==> src/rtl/mem_access_ctrl.sv <==
// mem_access_ctrl
//   Sequences one CPU memory transaction at a time between the MAR/MDR
//   datapath and a 512-word RAM. A read waits for the RAM ack, captures
//   the RAM data into mdatain and pulses the MDR load/read enables for one
//   cycle. A write presents the MDR contents at the MAR address until the
//   RAM acks. Every transaction ends with a one-cycle done pulse.
//
//   Optional feature macro: MEM_TIMEOUT_EN
//     Defined   : an ACCESS that sees no mem_ack for TIMEOUT cycles ends
//                 with done=1 and error=1. No MDR load happens.
//     Undefined : ACCESS waits forever and error is tied to 0.
//
// Ports
//   Clock        in   rising-edge system clock
//   Clear        in   synchronous active-high reset
//   start_read   in   read request strobe (wins over start_write)
//   start_write  in   write request strobe
//   mar_addr     in   address from MAR
//   mdr_q        in   MDR output, used as write data
//   busy         out  high whenever the controller is not idle
//   done         out  one-cycle completion pulse
//   error        out  high together with done on a timed-out access
//   mdr_load     out  MDR enable
//   mdr_read     out  MDR Read_from_mem select
//   mdatain      out  registered RAM read data for the MDR
//   mem_addr     out  RAM address
//   mem_wdata    out  RAM write data
//   mem_rd       out  RAM read request
//   mem_wr       out  RAM write request
//   mem_rdata    in   RAM read data, valid when mem_ack=1
//   mem_ack      in   RAM completion pulse
module mem_access_ctrl #(
  parameter int ADDR_W  = 9,
  parameter int DATA_W  = 32,
  parameter int TIMEOUT = 15
) (
  input  logic              Clock,
  input  logic              Clear,
  input  logic              start_read,
  input  logic              start_write,
  input  logic [ADDR_W-1:0] mar_addr,
  input  logic [DATA_W-1:0] mdr_q,
  output logic              busy,
  output logic              done,
  output logic              error,
  output logic              mdr_load,
  output logic              mdr_read,
  output logic [DATA_W-1:0] mdatain,
  output logic [ADDR_W-1:0] mem_addr,
  output logic [DATA_W-1:0] mem_wdata,
  output logic              mem_rd,
  output logic              mem_wr,
  input  logic [DATA_W-1:0] mem_rdata,
  input  logic              mem_ack
);

  typedef enum logic [1:0] {
    S_IDLE   = 2'd0,
    S_ACCESS = 2'd1,
    S_LOAD   = 2'd2,
    S_DONE   = 2'd3
  } state_t;

  state_t r_state;
  logic   r_op_rd;

`ifdef MEM_TIMEOUT_EN
  localparam int CNT_W = (TIMEOUT < 2) ? 1 : $clog2(TIMEOUT);

  // r_cnt holds the number of ACCESS cycles already finished without ack;
  // the cycle now ending is therefore the last allowed one when it reads
  // TIMEOUT-1.
  logic [CNT_W-1:0] r_cnt;
  logic             r_error;
  logic             w_timeout;

  assign w_timeout = (r_cnt == CNT_W'(TIMEOUT - 1));
  assign error     = r_error;
`else
  assign error     = 1'b0;
`endif

  always_ff @(posedge Clock) begin
    if (Clear) begin
      r_state   <= S_IDLE;
      r_op_rd   <= 1'b0;
      busy      <= 1'b0;
      done      <= 1'b0;
      mdr_load  <= 1'b0;
      mdr_read  <= 1'b0;
      mdatain   <= '0;
      mem_addr  <= '0;
      mem_wdata <= '0;
      mem_rd    <= 1'b0;
      mem_wr    <= 1'b0;
`ifdef MEM_TIMEOUT_EN
      r_cnt     <= '0;
      r_error   <= 1'b0;
`endif
    end else begin
      case (r_state)
        S_IDLE: begin
          if (start_read || start_write) begin
            r_state   <= S_ACCESS;
            r_op_rd   <= start_read;
            mem_addr  <= mar_addr;
            mem_wdata <= mdr_q;
            busy      <= 1'b1;
            mem_rd    <= start_read;
            mem_wr    <= ~start_read;
`ifdef MEM_TIMEOUT_EN
            r_cnt     <= '0;
`endif
          end
        end

        S_ACCESS: begin
          if (mem_ack) begin
            mem_rd <= 1'b0;
            mem_wr <= 1'b0;
            if (r_op_rd) begin
              mdatain  <= mem_rdata;
              mdr_load <= 1'b1;
              mdr_read <= 1'b1;
              r_state  <= S_LOAD;
            end else begin
              done    <= 1'b1;
              r_state <= S_DONE;
            end
          end
`ifdef MEM_TIMEOUT_EN
          else if (w_timeout) begin
            // Abandon the access: skip LOAD so the MDR keeps its value.
            mem_rd  <= 1'b0;
            mem_wr  <= 1'b0;
            done    <= 1'b1;
            r_error <= 1'b1;
            r_state <= S_DONE;
          end else begin
            r_cnt <= r_cnt + 1'b1;
          end
`endif
        end

        S_LOAD: begin
          mdr_load <= 1'b0;
          mdr_read <= 1'b0;
          done     <= 1'b1;
          r_state  <= S_DONE;
        end

        S_DONE: begin
          done    <= 1'b0;
          busy    <= 1'b0;
`ifdef MEM_TIMEOUT_EN
          r_error <= 1'b0;
`endif
          r_state <= S_IDLE;
        end

        default: r_state <= S_IDLE;
      endcase
    end
  end

endmodule

==> config.mk <==
export PLATFORM = sky130hd
export DESIGN_NAME = mem_access_ctrl
export DESIGN_NICKNAME = d
export VERILOG_FILES = /design/src/rtl/mem_access_ctrl.sv
export SDC_FILE = /design/constraint.sdc
export NUM_CORES = 1
export LEC_CHECK = 0
export CAP_MARGIN = 25
export CORE_AREA = 2 2 82 115
export DETAILED_ROUTE_END_ITERATION = 12
export DIE_AREA = 0 0 84 117
export GPL_ROUTABILITY_DRIVEN = 1
export PLACE_DENSITY = 0.83
export SYNTH_ARGS = -nofsm -noshare
export SYNTH_HDL_FRONTEND = slang
export SYNTH_SLANG_ARGS = --single-unit
==> constraint.sdc <==
create_clock -name Clock -period 1.5 [get_ports Clock]
set_input_delay 0.3 -clock Clock [delete_from_list [all_inputs] [get_ports Clock]]
set_output_delay 0.3 -clock Clock [all_outputs]
set_load 0.02 [all_outputs]
==> impl_metrics.yaml <==
worst_setup_path:
  reg2reg_depth: 6
  startpoint_type: "flop"
  critPathTopFamily: "flip-flops"
  crit_slowest_cell: "dfxtp_4"
  endpoint_kind: "flop"
  critPathBufInv: 2
  r2r-end: "r_state[0]"
  path_cells: "inv_2, buf_4, ha_1, or2_2, a31oi_4, a311oi_2"
  critPathKind: "reg -> reg"
  ff2ff_setup_slack_ps: 60
  r2r_start: "r_state[0]"
  cp_max_fo: 4
  cpPeakStageDelay_ps: 360
  arrival_ps: 1630
  critPathRequiredTime_ps: 1690
global_route:
  grt_remaining_overflow: 0
  grt.met1_usage_pct: 16.7
  grt_pass1_vias: 2898
  antenna_found_initial: 0
  grt_busiest_layer: "met2"
  grt_use_met3_pct: 4.91
  grt_max_degree: 43
  use_met2_pct: 31.3
  grt_util_all_layers_pct: 16.6
  grt_pass1_wl_um: 13100
route:
  route.detailed.drc: 0
  avgRoutedWirePerCell_um: 12.9
  first_iter_violations: 96
  drt_first_pass_iters: 4
  totalWireLength_um: 8270
  vias_per_cell: 4.71
  ant_nets: 0
  vias: 3022
synth:
  synth_top_family_by_area: "simple AND/OR/NAND/NOR gates"
  syn_area_sq_um: 2990
  async_flop_share_pct: 0
  synth.largest_area_cell: "dfxtp_1"
  yosysSeqAreaShare_pct: 54.2
  yosys_warnings: 0
  yosys-top-cells-area: "dfxtp_1, nand2_1, a21oi_1, ha_1, buf_2"
  yosysTopAreaCellShare_pct: 54.2
  synthAdderAreaFrac_pct: 2.51
  synthTopCellsByCount: "nand2_1, dfxtp_1, a21oi_1"
  synth-edff-count: 0
  synth_most_common_cell: "nand2_1"
  synthesis.nets: 460
  synth_ff_type: "dfxtp_1"
  avgSynthCellArea_sq_um: 7.95
  synthMuxAreaShare_pct: 0.712
  synth_xor_area_share_pct: 0
  synth-seq-cells: 81
  syn_inst: 376
  synth-compound-area-share_pct: 15.7
  yosys.area_share.simple_pct: 21.6
  synth_cell_type_count: 30
floorplan:
  dieArea_sq_um: 9830
  coreArea_sq_um: 8870
  io_pins: 158
  fp.dieH_um: 117
  initial_core_util_pct: 33.7
  rows: 41
  fp.dieW_um: 84
timing:
  tns_ps: 0
  fin_skew_ps: 3.72
  max_freq_mhz: 693
  hold_viol: 0
  period_share_pct: 96.2
  setup_violations: 0
  min_period_ps: 1440
  drv_slew: 0
final_layout:
  fin_cells: 642
  nNetsFinal: 614
  num-fill-cells: 803
  diodes: 0
  seq_area_sq_um: 1630
  multi_input_area_sq_um: 1270
  drive_gt1_share_pct: 8.41
  syn2layout_area_growth_pct: 67.6
  final_core_util_pct: 56.4
hold_path:
  hold_class: "in -> reg"
  hold_depth: 2
  hp-start: "Clear"
  holdPathEnd: "mdatain[11]"
clock_network:
  path_clk_slew_ps: 50
  cts_tree: "yes"
  clock-sinks: 81
  h-tree-depth: 3
  clk_latency_ps: 330
  holdBufCountCts: 0
  cts-root-buf: "clkbuf_16"
  cts_inserted_buffers: 9
  clock_path_buffers: 2
outcome:
  status: "complete, no violations"
place:
  gp_congestion: 0.861
  hpwl_um: 6010
  port_buffers: 156
  place_inst: 625
pwr:
  power_density_nw_per_um2: 1620
  ir_drop_uv: 983
  p_leak_nw: 2.21
run:
  drv_cap: 0
[cell families (layout without fill, tap and decap cells)]
kind of cell    Yosys count  count (layout)
other cells               1               1
buf+inv                  32             191
fa+ha+maj                 6               6
mux                       2               2
compound gates           90              90
flops                    81              81
simple gates            164             164
[layer usage]
| metal | vias to the layer above | part of all wire, % |
|---|---|---|
| met4 | 0 | 2.2 |
| met2 | 109 | 52 |
| li1 | 1521 | - |
| met5 | - | 0 |
| met1 | 1378 | 39 |
| met3 | 14 | 6.8 |
[worst max path at each step]
| stage | start | to | slack (ps) | cells after the start |
|---|---|---|---|---|
| 2_1_floorplan | r_state[0] | mem_wr | 10 | 6 |
| 3_3_place_gp | start_read | r_state[1] | -140 | 4 |
| 3_5_place_dp | start_read | mem_addr[6] | -190 | 6 |
| 4_1_cts | r_state[0] | mem_wr | 10 | 5 |
| 5_1_grt | r_state[0] | r_state[0] | -3 | 6 |
| 6_report | r_state[0] | r_state[0] | 60 | 6 |
[area by class of cell]
cell class	instances	share of cell area (%)
tap	107	2.67
clock buffer	11	5.05
clock inverter	5	1.55
inverter	4	0.350
sequential	81	32.5
multi-input combinational	263	25.3
timing repair buffer	171	32.6
[placed cells by master, fill, tap and decap left out, types with 3 or more instances in the layout]
master and count:
dlygate4sd2_1 79, buf_4 10, clkdlybuf4s50_1 76, nand3_1 3, dfxtp_1 79, nand2_1 150
buf_12 5, clkbuf_16 9, a21oi_1 78, ha_1 4
[per-stage QoR]
stage	worst slack [ps]	power, mW	hold slack (ps)	cell area, sq um
floorplan	11.1	4.51	436	2990
global placement	-143	5.86	442	4730
detailed placement	-189	5.94	448	4730
CTS	14.7	8.08	330	4960
global route	-2.88	8.62	356	5010
finish	57.4	8.13	340	5010
[flip-flops by register name, summed over array words and instances (netlist names), 2 cells and up]
signal     flops
mem_addr       9
mem_wdata     32
r_state        2
mdatain       32
[what timing repair did]
item / CTS / global route
pin swaps: 0 / 0
resized for setup: 80 / 8
setup buffers: 0 / 1
setup endpoints to repair: 82 / 37
[where the power goes]
group          internal, mW  switching (mW)  total, mW
combinational          1.29            1.71       2.99
sequential             2.56           0.206       2.77
clock                  1.54           0.826       2.37
total                  5.39            2.74       8.13
Note: power is estimated with default switching activity, not from simulation.
